$ cat src/rtl/noc_inject_arbiter.sv
// Round-robin injection arbiter for the NoC port, with a one-deep registered output
// stage and an outstanding-packet credit counter sized to the return reorder buffer.
module noc_inject_arbiter #(
    parameter int NUM_REQ = 4,
    parameter int DATA_W  = 265,
    parameter int MAX_OUT = 16,
    parameter int CNT_W   = 5
) (
    input  logic                          clk,
    input  logic                          reset_n,
    input  logic [NUM_REQ-1:0]            i_req_valid,
    input  logic [NUM_REQ*DATA_W-1:0]     i_req_data,
    output logic [NUM_REQ-1:0]            o_req_ready,
    output logic                          o_valid,
    output logic [DATA_W-1:0]             o_data,
    input  logic                          i_ready,
    input  logic                          i_ret,
    output logic [CNT_W-1:0]              o_outstanding,
    output logic [$clog2(NUM_REQ)-1:0]    o_grant_id,
    output logic                          o_err
);

    localparam int ID_W = $clog2(NUM_REQ);

    logic              valid_r;
    logic [DATA_W-1:0] data_r;
    logic [CNT_W-1:0]  cnt_r;
    logic [ID_W-1:0]   gid_r;
    logic [ID_W-1:0]   rr_ptr_r;
    logic              err_r;

    logic              arb_en_s;
    logic              found_s;
    logic              accept_s;
    logic [ID_W-1:0]   grant_id_s;
    logic [ID_W-1:0]   rr_next_s;
    logic [NUM_REQ-1:0] grant_s;
    logic [DATA_W-1:0] sel_data_s;

    // Credits are judged on the registered count only, so i_ret never reaches o_req_ready.
    assign arb_en_s = reset_n && (!valid_r || i_ready) && (cnt_r < CNT_W'(MAX_OUT));

    // Round-robin search from rr_ptr_r, ascending with wrap.
    always_comb begin : rr_search
        int idx;
        idx        = 0;
        found_s    = 1'b0;
        grant_id_s = '0;
        for (int i = 0; i < NUM_REQ; i++) begin
            idx = int'(rr_ptr_r) + i;
            if (idx >= NUM_REQ) begin
                idx = idx - NUM_REQ;
            end else begin
                idx = idx;
            end
            if (!found_s && i_req_valid[ID_W'(idx)]) begin
                found_s    = 1'b1;
                grant_id_s = ID_W'(idx);
            end else begin
                found_s    = found_s;
            end
        end
    end

    // One-hot grant and the matching packet mux.
    always_comb begin
        grant_s    = '0;
        sel_data_s = '0;
        for (int k = 0; k < NUM_REQ; k++) begin
            if (grant_id_s == ID_W'(k)) begin
                sel_data_s = i_req_data[k*DATA_W +: DATA_W];
            end else begin
                sel_data_s = sel_data_s;
            end
        end
        if (arb_en_s && found_s) begin
            grant_s[grant_id_s] = 1'b1;
        end else begin
            grant_s = '0;
        end
    end

    assign accept_s  = arb_en_s && found_s;
    assign rr_next_s = (grant_id_s == ID_W'(NUM_REQ - 1)) ? '0 : grant_id_s + ID_W'(1);

    // Output register stage and round-robin pointer.
    always_ff @(posedge clk or negedge reset_n) begin
        if (!reset_n) begin
            valid_r  <= 1'b0;
            data_r   <= '0;
            gid_r    <= '0;
            rr_ptr_r <= '0;
        end else if (accept_s) begin
            valid_r  <= 1'b1;
            data_r   <= sel_data_s;
            gid_r    <= grant_id_s;
            rr_ptr_r <= rr_next_s;
        end else if (i_ready) begin
            valid_r  <= 1'b0;
        end else begin
            valid_r  <= valid_r;
        end
    end

    // Outstanding counter; a return against an empty count is an underflow and sticks in err_r.
    always_ff @(posedge clk or negedge reset_n) begin
        if (!reset_n) begin
            cnt_r <= '0;
            err_r <= 1'b0;
        end else begin
            case ({accept_s, i_ret})
                2'b10: cnt_r <= cnt_r + CNT_W'(1);
                2'b01: begin
                    if (cnt_r == CNT_W'(0)) begin
                        err_r <= 1'b1;
                    end else begin
                        cnt_r <= cnt_r - CNT_W'(1);
                    end
                end
                2'b11: begin
                    if (cnt_r == CNT_W'(0)) begin
                        cnt_r <= CNT_W'(1);
                        err_r <= 1'b1;
                    end else begin
                        cnt_r <= cnt_r;
                    end
                end
                default: cnt_r <= cnt_r;
            endcase
        end
    end

    assign o_req_ready   = grant_s;
    assign o_valid       = valid_r;
    assign o_data        = data_r;
    assign o_outstanding = cnt_r;
    assign o_grant_id    = gid_r;
    assign o_err         = err_r;

endmodule
$ cat config.mk
export PLATFORM = sky130hd
export DESIGN_NAME = noc_inject_arbiter
export DESIGN_NICKNAME = d
export VERILOG_FILES = /design/src/rtl/noc_inject_arbiter.sv
export SDC_FILE = /design/constraint.sdc
export NUM_CORES = 1
export LEC_CHECK = 0
export ABC_AREA = 1
export CORE_AREA = 2 2 527 529
export DETAILED_ROUTE_END_ITERATION = 8
export DIE_AREA = 0 0 529 531
export MAX_ROUTING_LAYER = met4
export PLACE_DENSITY_LB_ADDON = 0.2
export RECOVER_POWER = 25
export SLEW_MARGIN = 20
export SYNTH_ARGS = -nofsm -noshare
export SYNTH_HDL_FRONTEND = slang
export SYNTH_SLANG_ARGS = --single-unit
$ cat constraint.sdc
create_clock -name clk -period 4.2 [get_ports clk]
set_input_delay 0.84 -clock clk [delete_from_list [all_inputs] [get_ports clk]]
set_output_delay 0.84 -clock clk [all_outputs]
set_load 0.01 [all_outputs]
==> results.md <==
- I/O Buffers: 1345
- Final period utilization: 98.9%
- Leakage: 15.6 nW
- Final Hold Vio Count: 0
- Initial antenna violation count: 149
- Detailed Place HPWL: 181 mm
- Post-synthesis async set-or-reset flop share: 100%
- Std cell rows: 193
- Failing checks: capacitance limit, slew limit
- Die height: 531 um
- Via density: 3.34
- Synthesized instance count: 2798
- Pin count of the biggest net entering global routing: 151
- Drt drc: 0
- H-tree Lvls: 2
- Top post-synthesis cells by area: dfrtp_1 (38%), o21ai_0 (18%), nand2_1 (17%), nand3_1 (7.5%), a21oi_1 (7.3%)
- Area of the core: 275000 um2
- Clk_lat worst skew: 0.67 ns
- PwrDens: 1250 nW/um2
- Cell taking the most area after synthesis: dfrtp_1
- Num ports: 1346
- CTS sink count: 276
- Clock skew: 0.0299 ns
- Worst path required time: 4.72 ns
- Synthesized area: 18400 um2
- Routability cong.: 0.894
- Total wire length: 212 mm
- Yosys reg bits: 276
- DRT iter0 DRCs: 1492
- Gr usage total: 14.8%
- Fin nets: 5212
- Worst path max stage delay: 0.53 ns
- Final worst path period need: 4.15 ns
- Vias: 26200
- Drt pass-1 iters: 5
- Initial Utilization: 6.67%
- Post-CTS Hold Buffers: 0
- Vias in the first global route: 26500
- MaxCap Viol Count: 1
- Gr ovfl total: 0
- CP cell instances: clkdlybuf4s50_1, nand2_1, nand2_1, nand2_1, and2_1, nand3b_1, o21ai_2, buf_6, inv_1, ha_4, buf_4, buf_12, buf_12, a21oi_1, nand2_1, o21ai_0, buf_4, nand2_1, o21ai_0, o21ai_1
- Worst Max-Slew Pin Slew: 1.66 ns
- First-pass GRT wire length: 267 mm
- Die Wd: 529 um
- CP arrival: 4.68 ns
- Final non-filler cell total: 7852
- Most frequent cell on the critical path: nand2_1
- Slew Limit Fails: 23
- Clock Tree Root: clkbuf_16
- Synth top area share: 37.6%
- EDFF count, synth: 0
- Status: complete, but fails checks
- Layout area overhead: 113%
- Worst-path fanout max: 48
- Max clock buf depth: 3
- Final Util: 14.2%
- Main synth FF type: dfrtp_1
- Die Footprint: 281000 um2
- CTS clk-pin slew, worst paths: 0.06 ns
- Sequential area share after synthesis: 37.6%
- Crit path kind: in2reg
- Crit end category: register
- Layout fillers: 31600
- Layout cells sized above 1: 7.48%
- Slew margin rel.: -10.5%
- Distinct cells, synth: 28
- Worst setup SP type: input pin
- Most frequent cell after synthesis: nand2_1
- VDD IR max: 0.774 mV
- Synth top cells by count: nand2_1 (841), o21ai_0 (647), dfrtp_1 (276), nand3_1 (276), a21oi_1 (267)
- Finish-stage setup viols: 0
- Antenna Nets Post-Route: 0
- F_max: 241 MHz
- Avg Synthesized Cell Area: 6.56 um2
- CTS tree: built
- RSZ-0062 raised after global routing: false
- Syn Nets: 3871
- CP max stage cell: clkdlybuf4s50_1
- Cts bufs inserted: 46
- WL/cell: 27.0 um
- Placed Cells: 7695
- Syn. warnings: 0
- Min-Delay Path Class: reg2reg
==> per-layer routing <==
layer	vias up	GRT usage [%]	routed length, um
met3	191	6.95	24100
met2	1293	22.3	91200
met5	-	-	0
li1	12400	-	-
met1	12300	18.1	92900
met4	0	2.48	3820
==> final cells by class <==
type                    count  area, um2  area share [%]
diodes                     74        185           0.473
clock buffers              68       1360            3.46
clock inverters            12        106           0.272
inverters                  29        134           0.342
multi-input cells        2226      10200            26.2
flip-flops and latches    276       6910            17.7
well taps                3607       4510            11.5
repair buffers           1560      15700            40.1
==> critical path, delay by kind of cell <==
| family | cells | cell delay, ns |
|---|---|---|
| AND/OR/NAND/NOR | 7 | 0.76 |
| adder cells (fa/ha/maj) | 1 | 0.20 |
| AO/OA/AOI/OAI | 5 | 1.24 |
| buffers and inverters | 7 | 1.52 |
==> power breakdown <==
group / internal [mW] / leakage [nW] / total (mW) / switching, mW
Sequential: 3.99 / 3.46 / 4.86 / 0.871
Combinational: 13.9 / 11.4 / 40.0 / 26.1
Clock: 2.27 / 0.708 / 3.98 / 1.71
Total: 20.2 / 15.6 / 48.9 / 28.7
==> kinds of logic after synthesis <==
kind of cell	count (synthesis)	synth area share, %
flops	276	37.6
fa+ha+maj	5	0.341
compound gates	1079	29.5
buf+inv	296	7.05
simple gates	1142	25.5
==> sequential cells by signal, summed over array words and instances, names as in the netlist <==
signal and count:
o_data 265, o_err 1, o_grant_id 2, o_outstanding 5, o_valid 1, rr_ptr_r 2
==> final timing paths <==
kind / start / endpoint / slack (ns) / depth (start not counted)
max: i_req_valid[1] / o_data[21] / 0.05 / 20
min: o_data[186] / o_data[186] / 0.49 / 2
max reg2reg: rr_ptr_r[0] / o_data[21] / 0.12 / 20
min reg2reg: o_data[186] / o_data[186] / 0.49 / 2
max in group asynchronous: reset_n / o_data[122] / 0.57 / 4
min in group asynchronous: reset_n / o_data[171] / 0.87 / 2
==> timing repair <==
item / 4_1_cts / 5_1_grt
setup endpoints to repair: 4 / 1
setup buffers: 3 / 0
pin swaps: 2 / 0
gates resized for setup: 18 / 3
==> layout by cell type, fill, tap and decap left out, types with 7 or more instances in the layout <==
master,n
nor2_1,9
clkdlybuf4s50_1,1337
nand3_1,276
clkbuf_1,13
clkbuf_16,47
a21oi_1,267
dfrtp_1,275
nand2_1,840
diode_2,74
buf_4,160
nand2_2,7
inv_1,21
buf_12,51
o21ai_0,646
o21ai_1,161
clkbuf_8,10
==> metrics by stage <==
step           setup TNS (ns)  total power [mW]  hold WS (ns)  setup slack (ns)  instance area [um2]
2_1_floorplan               0              21.8         0.513             0.609                18400
3_3_place_gp          -122.35              45.9         0.465            -0.918                37400
3_5_place_dp           -95.21              45.8         0.473            -0.777                37400
4_1_cts                     0              50.3         0.120            0.0184                39000
5_1_grt                     0              53.6         0.501            0.0186                39100
6_report                    0              48.9         0.485            0.0452                39100
Note: power is estimated with default switching activity, not from simulation.
